[config.mk]
export PLATFORM = sky130hd
export DESIGN_NAME = serial_adder
export DESIGN_NICKNAME = d
export VERILOG_FILES = /design/src/rtl/serial_adder_pkg.sv /design/src/rtl/fa_cell.sv /design/src/rtl/serial_adder.sv
export SDC_FILE = /design/constraint.sdc
export NUM_CORES = 1
export LEC_CHECK = 0
export BUFFER_PORTS_ARGS = -buffer_cell sky130_fd_sc_hd__buf_2
export CORE_MARGIN = 5
export CORE_UTILIZATION = 40
export DETAILED_ROUTE_END_ITERATION = 8
export MAX_ROUTING_LAYER = met4
export PLACE_DENSITY = 0.7
export REMOVE_ABC_BUFFERS = 1
export SLEW_MARGIN = 20
export SYNTH_ARGS = -nofsm -noshare
export SYNTH_HDL_FRONTEND = slang
export SYNTH_HIERARCHICAL = 1
export SYNTH_SLANG_ARGS = --single-unit
[constraint.sdc]
create_clock -name clk -period 2 [get_ports clk]
set_input_delay 0.4 -clock clk [delete_from_list [all_inputs] [get_ports clk]]
set_output_delay 0.4 -clock clk [all_outputs]
set_load 0.02 [all_outputs]
[src/rtl/serial_adder_pkg.sv]
// serial_adder_pkg: shared state encoding and legal WIDTH limits for the
// bit-serial adder.
package serial_adder_pkg;

    typedef enum logic {
        IDLE  = 1'b0,
        SHIFT = 1'b1
    } sa_state_t;

    localparam int SA_WIDTH_MIN = 2;
    localparam int SA_WIDTH_MAX = 64;

endpackage

[src/rtl/fa_cell.sv]
// fa_cell: purely combinational one-bit full adder.
module fa_cell (
    input  logic a,
    input  logic b,
    input  logic c,
    output logic sum,
    output logic carry
);

    assign sum   = a ^ b ^ c;
    assign carry = (a & b) | (b & c) | (c & a);

endmodule

[src/rtl/serial_adder.sv]
// serial_adder: bit-serial WIDTH-bit adder. Operands are captured on start,
// added LSB-first through a single fa_cell with a carry flop, and the result
// is presented with a one-cycle done pulse after WIDTH cycles.
// Optional feature: define SERIAL_ADDER_CIN_EN to add the cin port; without
// it the carry flop is loaded with 0 and the block computes a plain a+b.
module serial_adder
    import serial_adder_pkg::*;
#(
    parameter int WIDTH = 8
) (
    input  logic             clk,
    input  logic             rst_n,
    input  logic             start,
    input  logic [WIDTH-1:0] a,
    input  logic [WIDTH-1:0] b,
`ifdef SERIAL_ADDER_CIN_EN
    input  logic             cin,
`endif
    output logic             busy,
    output logic             done,
    output logic [WIDTH-1:0] sum,
    output logic             carry
);

    localparam int CNT_W = $clog2(WIDTH);
    localparam logic [CNT_W-1:0] LAST_CNT = CNT_W'(WIDTH - 1);

    if (WIDTH < SA_WIDTH_MIN || WIDTH > SA_WIDTH_MAX) begin : g_width_check
        $error("serial_adder: WIDTH out of range");
    end

    sa_state_t        r_state;
    logic [WIDTH-1:0] r_a_sr;
    logic [WIDTH-1:0] r_b_sr;
    // Only the WIDTH-1 upper partial-sum bits are stored; the newest bit
    // comes straight from the full adder in the completing cycle.
    logic [WIDTH-2:0] r_s_sr;
    logic             r_c_q;
    logic [CNT_W-1:0] r_cnt;
    logic             r_busy;
    logic             r_done;
    logic [WIDTH-1:0] r_sum;
    logic             r_carry;

    logic             w_s;
    logic             w_co;
    logic             w_cin;
    logic [WIDTH-1:0] w_s_next;

`ifdef SERIAL_ADDER_CIN_EN
    assign w_cin = cin;
`else
    assign w_cin = 1'b0;
`endif

    fa_cell u_fa (
        .a     (r_a_sr[0]),
        .b     (r_b_sr[0]),
        .c     (r_c_q),
        .sum   (w_s),
        .carry (w_co)
    );

    assign w_s_next = {w_s, r_s_sr};

    // FSM, operand/sum shift registers, carry flop, counter and result registers
    always_ff @(posedge clk or negedge rst_n) begin
        if (!rst_n) begin
            r_state <= IDLE;
            r_a_sr  <= '0;
            r_b_sr  <= '0;
            r_s_sr  <= '0;
            r_c_q   <= 1'b0;
            r_cnt   <= '0;
            r_busy  <= 1'b0;
            r_done  <= 1'b0;
            r_sum   <= '0;
            r_carry <= 1'b0;
        end else begin
            r_done <= 1'b0;
            case (r_state)
                IDLE: begin
                    if (start) begin
                        r_a_sr  <= a;
                        r_b_sr  <= b;
                        r_c_q   <= w_cin;
                        r_cnt   <= '0;
                        r_busy  <= 1'b1;
                        r_state <= SHIFT;
                    end
                end
                SHIFT: begin
                    r_a_sr <= r_a_sr >> 1;
                    r_b_sr <= r_b_sr >> 1;
                    r_s_sr <= w_s_next[WIDTH-1:1];
                    r_c_q  <= w_co;
                    if (r_cnt == LAST_CNT) begin
                        // Counter parks at its last value so it never wraps.
                        r_sum   <= w_s_next;
                        r_carry <= w_co;
                        r_done  <= 1'b1;
                        r_busy  <= 1'b0;
                        r_state <= IDLE;
                    end else begin
                        r_cnt <= r_cnt + CNT_W'(1);
                    end
                end
                default: r_state <= IDLE;
            endcase
        end
    end

    assign busy  = r_busy;
    assign done  = r_done;
    assign sum   = r_sum;
    assign carry = r_carry;

endmodule

==> flow_summary.yaml, run 1 <==
die:
  dieHeight_um: 75.1
  die-area_um2: 5640
  die_w_um: 75.1
  pin_count: 30
  start_util: 0.418
  rows: 23
  core-area_um2: 4060
logic_synthesis:
  ys_seq_area_frac: 0.575
  syn-cell-area_um2: 1700
  synth.top_cell.area_share: 0.575
  syn_inst: 128
  ys.flop_type: "dfrtp_1"
  async_flop_share: 1.00
  synth_area_leaders: "dfrtp_1 58%, mux2_2 10%, mux2i_1 9.4%"
  syn-mean-instance-area_um2: 13.3
  synth-edff-count: 0
  ys_types: 23
  synth_most_common_cell: "dfrtp_1"
  synth_commonest_cells: "39 x dfrtp_1, 16 x mux2i_1, 15 x mux2_2, 14 x nand2_1, 8 x o21ai_0"
  synth_warnings: 6
  synth_top_cell_by_area: "dfrtp_1"
  ys_ff_latch: 39
clock_tree:
  cts.clk_slew.worst_paths_ns: 0.07
  cts_setup_buffers: 0
  cts.root.buffer_cell: "clkbuf_8"
  clock-sinks: 39
  cts_tree: "done"
  cts_resized: 0
  cts-hold-fix-buffers: 0
  insertion_delay_ns: 0.30
  cts_buffer_depth: 2
  cts_made_buffers: 5
  ctsHtreeMaxLevel: 2
placed_design:
  pre_cts_slack_ns: 0.417
  place_hpwl_um: 2160
  io_buffers: 29
  gp_congestion: 0.693
  place_area_um2: 1860
timing:
  fin_skew_ns: 0.00601
  hold_viol: 0
  fin_ws_ns: 0.410
  holdWs_ns: 0.0678
  max-slew-margin-rel: 0.654
  setup_tns_ns: 0
  max_freq_ghz: 0.629
  min_period_over_period: 0.795
  grt_setup_unrepaired: "no"
  final_max_slew_viol_count: 0
  tightest_slew_ns: 0.519
  period_needed_ns: 1.59
  setup_violations: 0
routing:
  vias_per_cell: 4.91
  routedWlPerCell_um: 14.3
  firstDrtPassIters: 3
  drt_wl_total_um: 3010
  drt_iter0_drc: 19
  drc: 0
  dr_total_vias: 1035
  ant_nets: 0
cells_and_area:
  final_nets: 183
  regArea_um2: 976
  stdcell_area_um2: 1970
  fill_cells: 349
  diodes: 0
  multiInputGateArea_um2: 638
  drive_above_1_share: 0.366
  area_growth_pct: 16.2
setup_path:
  critPathCaptureType: "flop"
  worstPathRequired_ns: 2.18
  path_class: "reg -> reg"
  cp_max_fo: 10
  worst_setup_path_start_kind: "flop"
  critPathArrivalTime_ns: 1.77
global_route:
  grt_max_degree: 28
  overflow: 0
  grt_usage: 0.131
  grt_pass1_wl_um: 5320
  grt_pass1_vias: 1146
  grt_antenna_before_repair: 0
run:
  maxCapViolations: 0
run_status:
  outcome: "completed"
pwr:
  peakVddDrop_mv: 0.553
  power_density_nw_per_um2: 1530
  p_leak_uw: 0.00101
min_path:
  hp-class: "in -> async"
## report_power, final
group | total [uW] | leakage, uW | internal, uW | switching (uW)
combinational | 1040 | 0.000449 | 529 | 508
clock | 657 | 0.0000581 | 371 | 285
sequential | 1320 | 0.000502 | 1100 | 216
total | 3020 | 0.00101 | 2010 | 1010
## registers in the layout, summed over array words and instances, names as in the netlist
signal / count
r_a_sr: 8
r_b_sr: 8
sum: 8
r_s_sr: 7
r_cnt: 3
busy: 1
carry: 1
done: 1
r_c_q: 1
r_state: 1
## path summary, 6_finish.rpt
check,start,to,slack (ns),depth (start not counted)
max in group asynchronous,rst_n,r_a_sr[2],1.41,2
worst max-delay path,r_cnt[0],sum[0],0.41,4
worst max register to register,r_cnt[0],sum[0],0.41,4
min in group clk,a[7],r_a_sr[7],0.36,3
worst min-delay path,rst_n,r_b_sr[3],0.07,1
worst min register to register,r_b_sr[1],r_b_sr[0],0.49,2
## per-stage QoR
step,total power (uW),utilization,instances
floorplan,2030,-,120
global placement,2310,0.458,203
detailed placement,2390,0.458,203
CTS,3060,0.486,211
global route,3240,0.486,211
finish,3020,0.486,211
## worst max-delay path, cell delays in order, from the launching register on
cell     delay (ns)
dfrtp_1        0.41
ha_1           0.23
ha_1           0.30
nand2_4        0.19
mux2_2         0.35
## placed cells by master (no fill, tap or decap), types with 2 or more instances in the layout
master	Yosys	final
ha_1	3	3
a22o_1	3	3
buf_4	0	4
dfrtp_1	39	39
o21ai_0	8	8
o21ai_1	6	6
mux2_4	2	2
nor2_1	4	4
nand2_1	14	14
buf_2	2	29
inv_1	2	2
clkbuf_8	0	5
mux2i_1	16	16
mux2_2	15	15
## cells by family (layout without fill, tap and decap cells)
family	count (synthesis)	count (layout)	share of synthesized area
adder cells (fa/ha/maj)	4	4	0.0339
flip-flops	39	39	0.575
AO/OA/AOI/OAI	20	20	0.0679
XOR/XNOR	1	1	0.00516
AND/OR/NAND/NOR	20	20	0.0509
multiplexers	34	34	0.218
buffers and inverters	10	43	0.0487
## area by class of cell
cell class,count,share of cell area
flip-flops and latches,39,0.495
multi-input cells,79,0.324
repair buffers,33,0.0888
clock buffers,5,0.0349
well taps,50,0.0317
clock inverters,3,0.0222
inverters,2,0.00381
## metal layers
| metal | global-route usage | up-vias | part of all wire |
|---|---|---|---|
| li1 | - | 503 | - |
| met1 | 0.153 | 502 | 0.43 |
| met2 | 0.206 | 24 | 0.50 |
| met3 | 0.0427 | 6 | 0.056 |
| met4 | 0.0534 | 0 | 0.020 |
| met5 | - | - | 0 |
Note: power is estimated with default switching activity, not from simulation.
==> run 2, diff against run 1 <==
Settings changed: ABC_AREA set to 1, PLACE_DENSITY 0.7 to 0.73.
Clock period 2 ns to 1.4 ns, I/O delays scaled along.
==> flow_summary.yaml, run 2 <==
run:
  maxCapViolations: 0
clock_tree:
  cts.root.buffer_cell: "clkbuf_8"
  insertion_delay_ns: 0.29
  cts_made_buffers: 5
  clock-sinks: 39
  cts_tree: "done"
  ctsHtreeMaxLevel: 2
  cts.clk_slew.worst_paths_ns: 0.08
  cts_setup_buffers: 0
  cts_buffer_depth: 2
cells_and_area:
  final_util: 0.486
  final_nets: 231
  diodes: 0
  fill_cells: 401
  stdcell_area_um2: 1960
  area_growth_pct: 16.5
  final_cell_mix: "61 x nand2_1, 39 x dfrtp_1, 34 x nand3_1, 29 x buf_2, 11 x inv_1"
  final_common_cell: "nand2_1"
  drive_above_1_share: 0.215
setup_path:
  r2r_cells: 6
  worst_setup_path_start_kind: "flop"
  path_class: "reg -> reg"
  critPathCaptureType: "flop"
  r2r_end: "sum[7]"
  critPathArrivalTime_ns: 1.47
  worstPathRequired_ns: 1.59
  crit-reg2reg-launch: "r_cnt[0]"
  cp_max_fo: 18
  r2r_setup_slack_ns: 0.12
logic_synthesis:
  syn_inst: 179
  synth_warnings: 6
  ys_types: 14
  async_flop_share: 1.00
  synth_area_leaders: "dfrtp_1 58%, nand2_1 14%, nand3_1 10%"
  synth_commonest_cells: "62 x nand2_1, 39 x dfrtp_1, 34 x nand3_1, 12 x inv_1"
  synth_most_common_cell: "nand2_1"
  synth-edff-count: 0
  synth.top_cell.area_share: 0.581
  ys_seq_area_frac: 0.581
  ys.flop_type: "dfrtp_1"
  syn-cell-area_um2: 1680
  syn-mean-instance-area_um2: 9.39
  synth_top_cell_by_area: "dfrtp_1"
  ys_ff_latch: 39
die:
  rows: 23
  pin_count: 30
  dieHeight_um: 74.8
  core-area_um2: 4030
  die_w_um: 74.8
  start_util: 0.417
  die-area_um2: 5600
timing:
  tightest_slew_ns: 0.489
  final_max_slew_viol_count: 0
  grt_setup_unrepaired: "no"
  fin_skew_ns: 0.00407
  fin_ws_ns: 0.116
  setup_violations: 0
  hold_viol: 0
  min_period_over_period: 0.917
  max-slew-margin-rel: 0.674
  period_needed_ns: 1.28
  setup_tns_ns: 0
  max_freq_ghz: 0.779
routing:
  drt_wl_total_um: 3100
  drt_iter0_drc: 81
  dr_total_vias: 1247
  drc: 0
  ant_nets: 0
  vias_per_cell: 4.81
  routedWlPerCell_um: 12.0
  firstDrtPassIters: 4
global_route:
  grt_antenna_before_repair: 0
  grt_usage: 0.138
  grt_pass1_wl_um: 5650
  grt_max_degree: 40
  grt_pass1_vias: 1343
  overflow: 0
placed_design:
  pre_cts_slack_ns: 0.0705
  gp_congestion: 0.699
  place_hpwl_um: 2080
  place_area_um2: 1830
  io_buffers: 29
pwr:
  p_int_uw: 2720
  power_density_nw_per_um2: 2190
  peakVddDrop_mv: 0.850
  comb_power_share: 0.341
  p_sw_uw: 1570
  power_frac_seq: 0.432
  netSwitchingFraction: 0.365
  pwr-share-clk: 0.227
  p_leak_uw: 0.00103
run_status:
  outcome: "completed"
min_path:
  hp-class: "in -> async"
run 2: changes by cell type in the layout (fill, tap and decap cells not counted), sizes merged, moves of 2 or more:
cell / change
buf: -2
mux2: -18
a22o: -3
nand3: +34
nor2: -3
o21ai: +2
mux2i: -16
nand2: +48
inv: +11
run 2: cells by family (layout without fill, tap and decap cells):
| kind of cell | after synthesis | in the layout | synth area share |
|---|---|---|---|
| simple gates | 98 | 98 | 0.258 |
| buf+inv | 22 | 52 | 0.0789 |
| compound gates | 16 | 16 | 0.0477 |
| fa+ha+maj | 4 | 4 | 0.0343 |
| flops | 39 | 39 | 0.581 |
run 2: cell type report:
cell class	instances	area (um^2)	area share
Clock inverter	2	35.0	0.0179
Clock buffer	6	82.6	0.0422
Inverter	13	51.3	0.0262
Timing Repair Buffer	31	173	0.0882
Tap cell	50	62.6	0.0320
Multi-Input combinational cell	118	577	0.295
Sequential cell	39	976	0.499
run 2: power groups by stage:
| stage | clock network [uW] | registers, uW | logic, uW |
|---|---|---|---|
| final | 973 | 1850 | 1460 |
| after global routing | 1040 | 1920 | 1690 |
| after CTS | 1010 | 1860 | 1490 |
| after detailed placement | 0 | 1870 | 1480 |
| after global placement | 0 | 1860 | 1430 |
| after floorplan | 0 | 2080 | 761 |
run 2: repair_timing:
item                                    CTS  global route
hold buffers                              0             0
resized for setup                         0             3
endpoints found under the setup margin    0             4
run 2: critical path: stages, from the launching register on:
cell	delay [ns]
dfrtp_1	0.40
ha_1	0.23
ha_2	0.20
nand2_4	0.16
inv_1	0.08
nand2_1	0.06
nand2_1	0.05
run 2: how the worst max path moves through the flow:
stage,from,to,cells past startpoint
2_1_floorplan,r_state,busy,4
3_3_place_gp,r_cnt[0],sum[7],6
3_5_place_dp,r_cnt[0],sum[7],6
4_1_cts,r_cnt[0],sum[7],6
5_1_grt,r_cnt[0],sum[7],6
6_report,r_cnt[0],sum[7],6
run 2: per-layer routing:
layer / routed length [um] / share of wire / up-vias / GRT usage
met4: 28 / 0.0090 / 0 / 0.0652
met1: 1380 / 0.45 / 581 / 0.152
met2: 1480 / 0.48 / 28 / 0.233
met3: 210 / 0.068 / 4 / 0.0360
met5: 0 / 0 / - / -
li1: - / - / 634 / -
run 2: metrics by stage:
stage               hold slack [ns]  power, uW  instances
finish                       0.0290       4290        259
global route                 0.0713       4650        259
CTS                          0.0417       4350        259
detailed placement            0.364       3360        251
global placement              0.355       3280        251
floorplan                   -0.0156       2840        170
